`src/rtl/chroni_pkg.sv`:
```
// chroni_pkg: fetch states, RGB565 type, default VGA timing and palette reset ramp.
package chroni_pkg;
  typedef enum logic [2:0] {S_IDLE, S_TXT, S_ATR, S_FNT, S_CAPA, S_CAPF} fetch_state_t;
  typedef logic [15:0] rgb565_t;
  localparam int DEF_H_ACTIVE = 640;
  localparam int DEF_H_FP = 16;
  localparam int DEF_H_SYNC = 96;
  localparam int DEF_H_BP = 48;
  localparam int DEF_V_ACTIVE = 480;
  localparam int DEF_V_FP = 10;
  localparam int DEF_V_SYNC = 2;
  localparam int DEF_V_BP = 33;
  localparam int DEF_COLS = 80;
  localparam int DEF_ROWS = 60;
  function automatic rgb565_t pal_reset(input logic [3:0] i);
    return {i, i[0], i, i[0], i[0], i, i[0]};
  endfunction
endpackage

```
`src/rtl/chroni_palette.sv`:
```
// chroni_palette: 16-entry RGB565 register file, one synchronous write port, one combinational read port.
module chroni_palette
  import chroni_pkg::*;
(
  input  logic       clk,
  input  logic       rst_n,
  input  logic       i_we,
  input  logic [3:0] i_widx,
  input  rgb565_t    i_wdata,
  input  logic [3:0] i_ridx,
  output rgb565_t    o_rgb
);
  rgb565_t r_pal [16];
  always_ff @(posedge clk)
    if (!rst_n) for (int k = 0; k < 16; k++) r_pal[k] <= pal_reset(4'(k));
    else if (i_we) r_pal[i_widx] <= i_wdata;
  assign o_rgb = r_pal[i_ridx];
endmodule

```
`src/rtl/chroni_text_engine.sv`:
```
// chroni_text_engine: text-mode VGA generator with shared-port fetch and writable palette.
// Define CHRONI_CURSOR_EN to add the blinking cursor (cursor_col/cursor_row ports).
module chroni_text_engine
  import chroni_pkg::*;
#(
  parameter int H_ACTIVE = DEF_H_ACTIVE,
  parameter int H_FP = DEF_H_FP,
  parameter int H_SYNC = DEF_H_SYNC,
  parameter int H_BP = DEF_H_BP,
  parameter int V_ACTIVE = DEF_V_ACTIVE,
  parameter int V_FP = DEF_V_FP,
  parameter int V_SYNC = DEF_V_SYNC,
  parameter int V_BP = DEF_V_BP,
  parameter int COLS = DEF_COLS,
  parameter int ROWS = DEF_ROWS,
  parameter int ADDR_W = 16,
  parameter logic [ADDR_W-1:0] TEXT_BASE = 16'h0400,
  parameter logic [ADDR_W-1:0] ATTR_BASE = 16'h1400,
  parameter logic [ADDR_W-1:0] FONT_BASE = 16'h0000
) (
  input  logic              vga_clk,
  input  logic              reset_n,
`ifdef CHRONI_CURSOR_EN
  input  logic [7:0]        cursor_col,
  input  logic [7:0]        cursor_row,
`endif
  output logic              vga_hs,
  output logic              vga_vs,
  output logic              vga_de,
  output logic [4:0]        vga_r,
  output logic [5:0]        vga_g,
  output logic [4:0]        vga_b,
  output logic [ADDR_W-1:0] addr_out,
  output logic              mem_rd,
  input  logic [7:0]        data_in,
  input  logic              pal_we,
  input  logic [3:0]        pal_idx,
  input  logic [15:0]       pal_data,
  output logic              frame_start
);
  localparam int H_TOTAL = H_SYNC + H_BP + H_ACTIVE + H_FP;
  localparam int V_TOTAL = V_SYNC + V_BP + V_ACTIVE + V_FP;
  localparam int HW = $clog2(H_TOTAL);
  localparam int VW = $clog2(V_TOTAL);
  localparam int HA = H_SYNC + H_BP;
  localparam int VA = V_SYNC + V_BP;
  localparam logic [HW-1:0] H_LAST = HW'(H_TOTAL - 1);
  localparam logic [HW-1:0] H_SY = HW'(H_SYNC);
  localparam logic [HW-1:0] H_A0 = HW'(HA);
  localparam logic [HW-1:0] H_A1 = HW'(HA + COLS * 8);
  localparam logic [HW-1:0] H_PF = HW'(HA - 8);
  localparam logic [HW-1:0] H_PE = HW'(HA + COLS * 8 - 8);
  localparam logic [HW-1:0] H_ST0 = HW'(HA - 9);
  localparam logic [HW-1:0] H_ST1 = HW'(HA + COLS * 8 - 9);
  localparam logic [VW-1:0] V_LAST = VW'(V_TOTAL - 1);
  localparam logic [VW-1:0] V_SY = VW'(V_SYNC);
  localparam logic [VW-1:0] V_A0 = VW'(VA);
  localparam logic [VW-1:0] V_A1 = VW'(VA + ROWS * 8);
  logic [HW-1:0] r_h;
  logic [VW-1:0] r_v;
  logic w_h_last, w_vact, w_de, w_start, w_load;
  logic [2:0] w_slot;
  logic [7:0] w_glyph;
  logic [3:0] w_idx;
  rgb565_t w_rgb;
  fetch_state_t r_state;
  logic [ADDR_W-1:0] r_addr, r_row_base;
  logic r_rd, r_hs, r_vs, r_de, r_fs;
  logic [7:0] r_col, r_attr_nx, r_font_nx, r_attr, r_shift;
  logic [2:0] r_scan;
  rgb565_t r_rgb;
  assign w_h_last = r_h == H_LAST;
  assign w_vact = r_v >= V_A0 && r_v < V_A1;
  assign w_de = w_vact && r_h >= H_A0 && r_h < H_A1;
  assign w_slot = 3'(r_h - H_PF);
  // a cell slot starts every 8 clocks from H_PF; w_start fires the clock before each one
  assign w_start = w_vact && r_h >= H_ST0 && r_h < H_ST1 && w_slot == 3'd7;
  assign w_load = w_vact && r_h >= H_PF && r_h < H_PE && w_slot == 3'd7;
  always_ff @(posedge vga_clk)
    if (!reset_n) begin
      r_h <= '0;
      r_v <= '0;
    end else begin
      r_h <= w_h_last ? '0 : r_h + 1'b1;
      if (w_h_last) r_v <= (r_v == V_LAST) ? '0 : r_v + 1'b1;
    end
  always_ff @(posedge vga_clk)
    if (!reset_n) begin
      r_state <= S_IDLE;
      r_addr <= '0;
      r_rd <= 1'b0;
      r_col <= '0;
      r_attr_nx <= '0;
      r_font_nx <= '0;
      r_attr <= '0;
      r_shift <= '0;
      r_scan <= '0;
      r_row_base <= '0;
    end else begin
      r_rd <= 1'b0;
      case (r_state)
        S_IDLE: r_state <= w_start ? S_TXT : S_IDLE;
        S_TXT: begin
          r_state <= S_ATR;
          r_addr <= TEXT_BASE + r_row_base + ADDR_W'(r_col);
          r_rd <= 1'b1;
        end
        S_ATR: begin
          r_state <= S_FNT;
          r_addr <= ATTR_BASE + r_row_base + ADDR_W'(r_col);
          r_rd <= 1'b1;
          r_col <= r_col + 1'b1;
        end
        S_FNT: begin
          r_state <= S_CAPA;
          r_addr <= FONT_BASE + ADDR_W'({data_in, r_scan});
          r_rd <= 1'b1;
        end
        S_CAPA: begin
          r_state <= S_CAPF;
          r_attr_nx <= data_in;
        end
        S_CAPF: begin
          r_state <= S_IDLE;
          r_font_nx <= w_glyph;
        end
        default: r_state <= S_IDLE;
      endcase
      r_shift <= w_load ? r_font_nx : {r_shift[6:0], 1'b0};
      if (w_load) r_attr <= r_attr_nx;
      if (r_h == '0) r_col <= '0;
      if (w_h_last && w_vact) begin
        r_scan <= r_scan + 1'b1;
        if (r_scan == 3'd7) r_row_base <= r_row_base + ADDR_W'(COLS);
      end
      if (w_h_last && r_v == V_LAST) begin
        r_scan <= '0;
        r_row_base <= '0;
      end
    end
`ifdef CHRONI_CURSOR_EN
  logic [5:0] r_frames;
  logic [7:0] r_row;
  always_ff @(posedge vga_clk)
    if (!reset_n) begin
      r_frames <= '0;
      r_row <= '0;
    end else if (w_h_last && r_v == V_LAST) begin
      r_frames <= r_frames + 1'b1;
      r_row <= '0;
    end else if (w_h_last && w_vact && r_scan == 3'd7) r_row <= r_row + 1'b1;
  // r_col has already advanced past the cell whose glyph arrives in S_CAPF
  assign w_glyph = (r_frames[5] && r_scan[2:1] == 2'b11 && r_row == cursor_row &&
                    r_col - 8'd1 == cursor_col) ? 8'hFF : data_in;
`else
  assign w_glyph = data_in;
`endif
  assign w_idx = r_shift[7] ? r_attr[7:4] : r_attr[3:0];
  chroni_palette u_pal (
    .clk    (vga_clk),
    .rst_n  (reset_n),
    .i_we   (pal_we),
    .i_widx (pal_idx),
    .i_wdata(pal_data),
    .i_ridx (w_idx),
    .o_rgb  (w_rgb)
  );
  always_ff @(posedge vga_clk)
    if (!reset_n) begin
      r_hs <= 1'b1;
      r_vs <= 1'b1;
      r_de <= 1'b0;
      r_rgb <= '0;
      r_fs <= 1'b0;
    end else begin
      r_hs <= r_h >= H_SY;
      r_vs <= r_v >= V_SY;
      r_de <= w_de;
      r_rgb <= w_de ? w_rgb : '0;
      r_fs <= r_h == '0 && r_v == '0;
    end
  assign vga_hs = r_hs;
  assign vga_vs = r_vs;
  assign vga_de = r_de;
  assign {vga_r, vga_g, vga_b} = r_rgb;
  assign addr_out = r_addr;
  assign mem_rd = r_rd;
  assign frame_start = r_fs;
endmodule

```
`config.mk`:
```
export PLATFORM = sky130hd
export DESIGN_NAME = chroni_text_engine
export DESIGN_NICKNAME = d
export VERILOG_FILES = /design/src/rtl/chroni_pkg.sv /design/src/rtl/chroni_palette.sv /design/src/rtl/chroni_text_engine.sv
export SDC_FILE = /design/constraint.sdc
export NUM_CORES = 1
export LEC_CHECK = 0
export CAP_MARGIN = 30
export CORE_MARGIN = 2
export CORE_UTILIZATION = 55
export DETAILED_ROUTE_END_ITERATION = 10
export MAX_ROUTING_LAYER = met4
export PLACE_DENSITY = 0.79
export RECOVER_POWER = 100
export SLEW_MARGIN = 40
export SYNTH_ARGS = -nofsm -noshare
export SYNTH_HDL_FRONTEND = slang
export SYNTH_SLANG_ARGS = --single-unit
```
`constraint.sdc`:
```
create_clock -name vga_clk -period 2.9 [get_ports vga_clk]
set_clock_uncertainty 0.15 [all_clocks]
set_input_delay 0.58 -clock vga_clk [delete_from_list [all_inputs] [get_ports vga_clk]]
set_output_delay 0.58 -clock vga_clk [all_outputs]
set_load 0.02 [all_outputs]
```
==> results.md <==
- Outcome: completed
- Antenna violations before repair: 0
- Min Clock Period, post-route: 2.759 ns
- Clock Tree Root: sky130_fd_sc_hd__clkbuf_16
- Global routing met1 resource utilization: 0.3691
- Die Outline Area: 32,000 sq um
- Number of warning messages in the yosys log: 0
- Starting density of the core: 0.5543
- Most Used Layer, Global Route: met2
- Synthesized area: 16,820 sq um
- Post-Synthesis Cells: 1,353
- Most frequent cells in the layout: sky130_fd_sc_hd__edfxtp_1, sky130_fd_sc_hd__or3_1, sky130_fd_sc_hd__dfxtp_1, sky130_fd_sc_hd__mux2i_1, sky130_fd_sc_hd__and2_0
- Die outline width: 178.9 microns
- Cell count after placement: 1,783
- Fillcell total: 2,253
- Vias in the first global route: 10,830
- Data required time of the worst path: 2.89 ns
- Congestion Overflow GR: 0
- Fmax achieved: 0.3624 GHz
- Finished Cell Area: 19,180 sq um
- Worst Hold Margin: 0.2960 ns
- Ratio of total power to cell area: 583.2 nW/um^2
- FFs w/ async S/R, synth: 0
- Min-delay src: r_shift[4]
- Origin of the critical flop-to-flop path: r_v[1]
- Endpoint arrival time on the critical path: 2.75 ns
- Global routing met2 resource utilization: 0.3949
- Count of nets after finishing: 1,473
- Syn Nets: 1,399
- Core area: 30,350 sq um
- Vias: 11,400
- Sequential-to-total area share from yosys stat: 0.5939
- Launching instance or port of the critical path: pal_idx[0]
- CTS Hold Buffers Added: 0
- Worst setup EP type: register
- Post-synthesis register bit count: 371
- Placement row count: 64
- Clock transition at path regs: 0.06 ns
- Initial detailed-routing violation count: 1,288
- Number of enable-type register cells in the synthesized netlist: 256
- Initial DRT Pass Iterations: 8
- Post-layout instance count excluding filler cells: 1,853
- Endpoints failing hold: 0
- Top-level I/O count: 68
- Primary FF master, synth: sky130_fd_sc_hd__edfxtp_1
- Relative area change from synthesis to final layout: 14.01%
- Final setup vio count: 0
- Measured slew at the worst slew-check pin: 1.040 ns
- Clock Tree Buf Depth: 3
- Max Cap Violations: 0
- Number of clock sinks seen by CTS: 371
- Number of nets with antenna violations after detailed routing: 0
- Final antenna diode count: 0
- Worst setup path category: primary input to register
- TritonCTS clock tree: built
- Via/cell ratio: 6.154
- Final Max Tran Viols: 0
- Accumulated negative setup slack: 0 ns
- Tightest Hold Check Type: register to register
- Post-CTS setup repair buffer count: 0
- Fraction of layout instances using a drive strength above 1: 0.1153
- Area used by multi-input combinational logic: 6346 sq um
- Maximum number of pins on one net before global-route repair: 57
- Final period utilization: 0.9514
- Met3 track demand over resource in global routing: 0.04114
- Overall die height: 178.9 microns
- Post-synthesis average cell area: 12.43 sq um
- DP HPWL: 27.09 mm
- Clock H-tree levels: 2
- Critical path startpoint category: primary input
- Most common cell after layout, fill and taps aside: sky130_fd_sc_hd__edfxtp_1
- Gr usage total: 0.2624
- Wire length of the first global-routing pass: 62.00 mm
- RePlAce Congestion: 0.9333
- Worst max-slew margin expressed relative to the limit: 0.3068
- Average wire length per cell after detail routing: 21.87 microns
- Worst supply voltage drop on vdd: 375.6 uV
- CTS Buf Count: 38
- Number of I/O port buffers: 67
- Cell area after placement: 18,150 sq um
- Total length of routed wires: 40.53 mm
- Post-cts sizing count: 0
- Residual DRC count: 0
- Clock network latency to the later pin of the worst-skew pair: 0.53 ns
- Synth unique cells: 67
- Area of all sequential standard cells: 9990 sq um
- Critical path peak fanout: 16
- Unrepaired setup endpoints after global routing: false
- Lkg Pwr: 6.836 nW
-- registers in the layout, indices dropped and copies added (netlist names) --
name,flops
addr_out,16
u_pal.r_pal,256
mem_rd,1
vga_de,1
r_attr_nx,8
r_shift,8
vga_vs,1
r_scan,3
r_h,10
r_font_nx,8
r_v,10
r_rgb,16
vga_hs,1
r_state,3
r_row_base,12
frame_start,1
r_col,8
r_attr,8
-- area by class of cell --
class                           instances  area share
Clock buffer                           57     0.05748
Clock inverter                         13    0.005611
Sequential cell                       371      0.5209
Inverter                               14    0.002740
Multi-Input combinational cell        866      0.3309
Timing Repair Buffer                  136     0.05656
Tap cell                              396     0.02584
-- final timing paths --
check	end	slack, ns	depth (start not counted)
worst min-delay path	r_shift[5]	0.30	2
worst max register to register	r_shift[7]	0.15	7
worst max-delay path	u_pal.r_pal[0][2]	0.14	5
worst min register to register	r_shift[5]	0.30	2
-- through the flow --
stage               utilization  setup WS [ns]  total power, mW
finish                   0.6319         0.1410            11.18
global route             0.6319        0.01737            11.47
CTS                      0.6378         0.2570            11.23
detailed placement       0.5980       -0.02124            6.564
global placement         0.5978         0.1156            6.543
floorplan                     -        -0.1534            6.278
-- layer usage --
metal / share of wire / vias up
li1: - / 5175
met2: 0.46 / 538
met1: 0.42 / 5602
met4: 0.031 / 0
met3: 0.090 / 89
met5: 0 / -
-- logic make-up after synthesis --
| logic type | share of synthesized area |
|---|---|
| buf+inv | 0.02864 |
| mux | 0.1174 |
| simple gates | 0.1666 |
| xor+xnor | 0.01510 |
| flops | 0.5939 |
| fa+ha+maj | 0.01160 |
| compound gates | 0.06672 |
-- synthesized netlist by cell type, types with 26 or more instances --
master,number,area (sq um)
sky130_fd_sc_hd__a21oi_1,30,150.1
sky130_fd_sc_hd__mux2_2,32,360.4
sky130_fd_sc_hd__o21ai_0,40,200.2
sky130_fd_sc_hd__or3_1,117,732.0
sky130_fd_sc_hd__nand2_1,67,251.5
sky130_fd_sc_hd__dfxtp_1,115,2302
sky130_fd_sc_hd__o22ai_1,26,162.7
sky130_fd_sc_hd__edfxtp_1,256,7687
sky130_fd_sc_hd__nor2_1,76,285.3
sky130_fd_sc_hd__clkbuf_1,80,300.3
sky130_fd_sc_hd__mux2i_1,88,880.8
sky130_fd_sc_hd__and2_1,130,813.3
sky130_fd_sc_hd__mux4_2,32,720.7
sky130_fd_sc_hd__nand2b_1,28,175.2
-- worst max-delay path, stage by stage --
cell,delay [ns]
sky130_fd_sc_hd__dlygate4sd3_1,0.58
sky130_fd_sc_hd__or3_1,0.44
sky130_fd_sc_hd__nor3_1,0.24
sky130_fd_sc_hd__nand2b_1,0.15
sky130_fd_sc_hd__clkbuf_1,0.76
-- where the power goes --
part           internal, mW  total [mW]  switching [mW]
combinational         0.167       0.510           0.343
clock                  2.73        4.74            2.01
sequential             5.87        5.93          0.0642
total                  8.77        11.2            2.42
No activity file was read; power rests on OpenSTA's default activity.
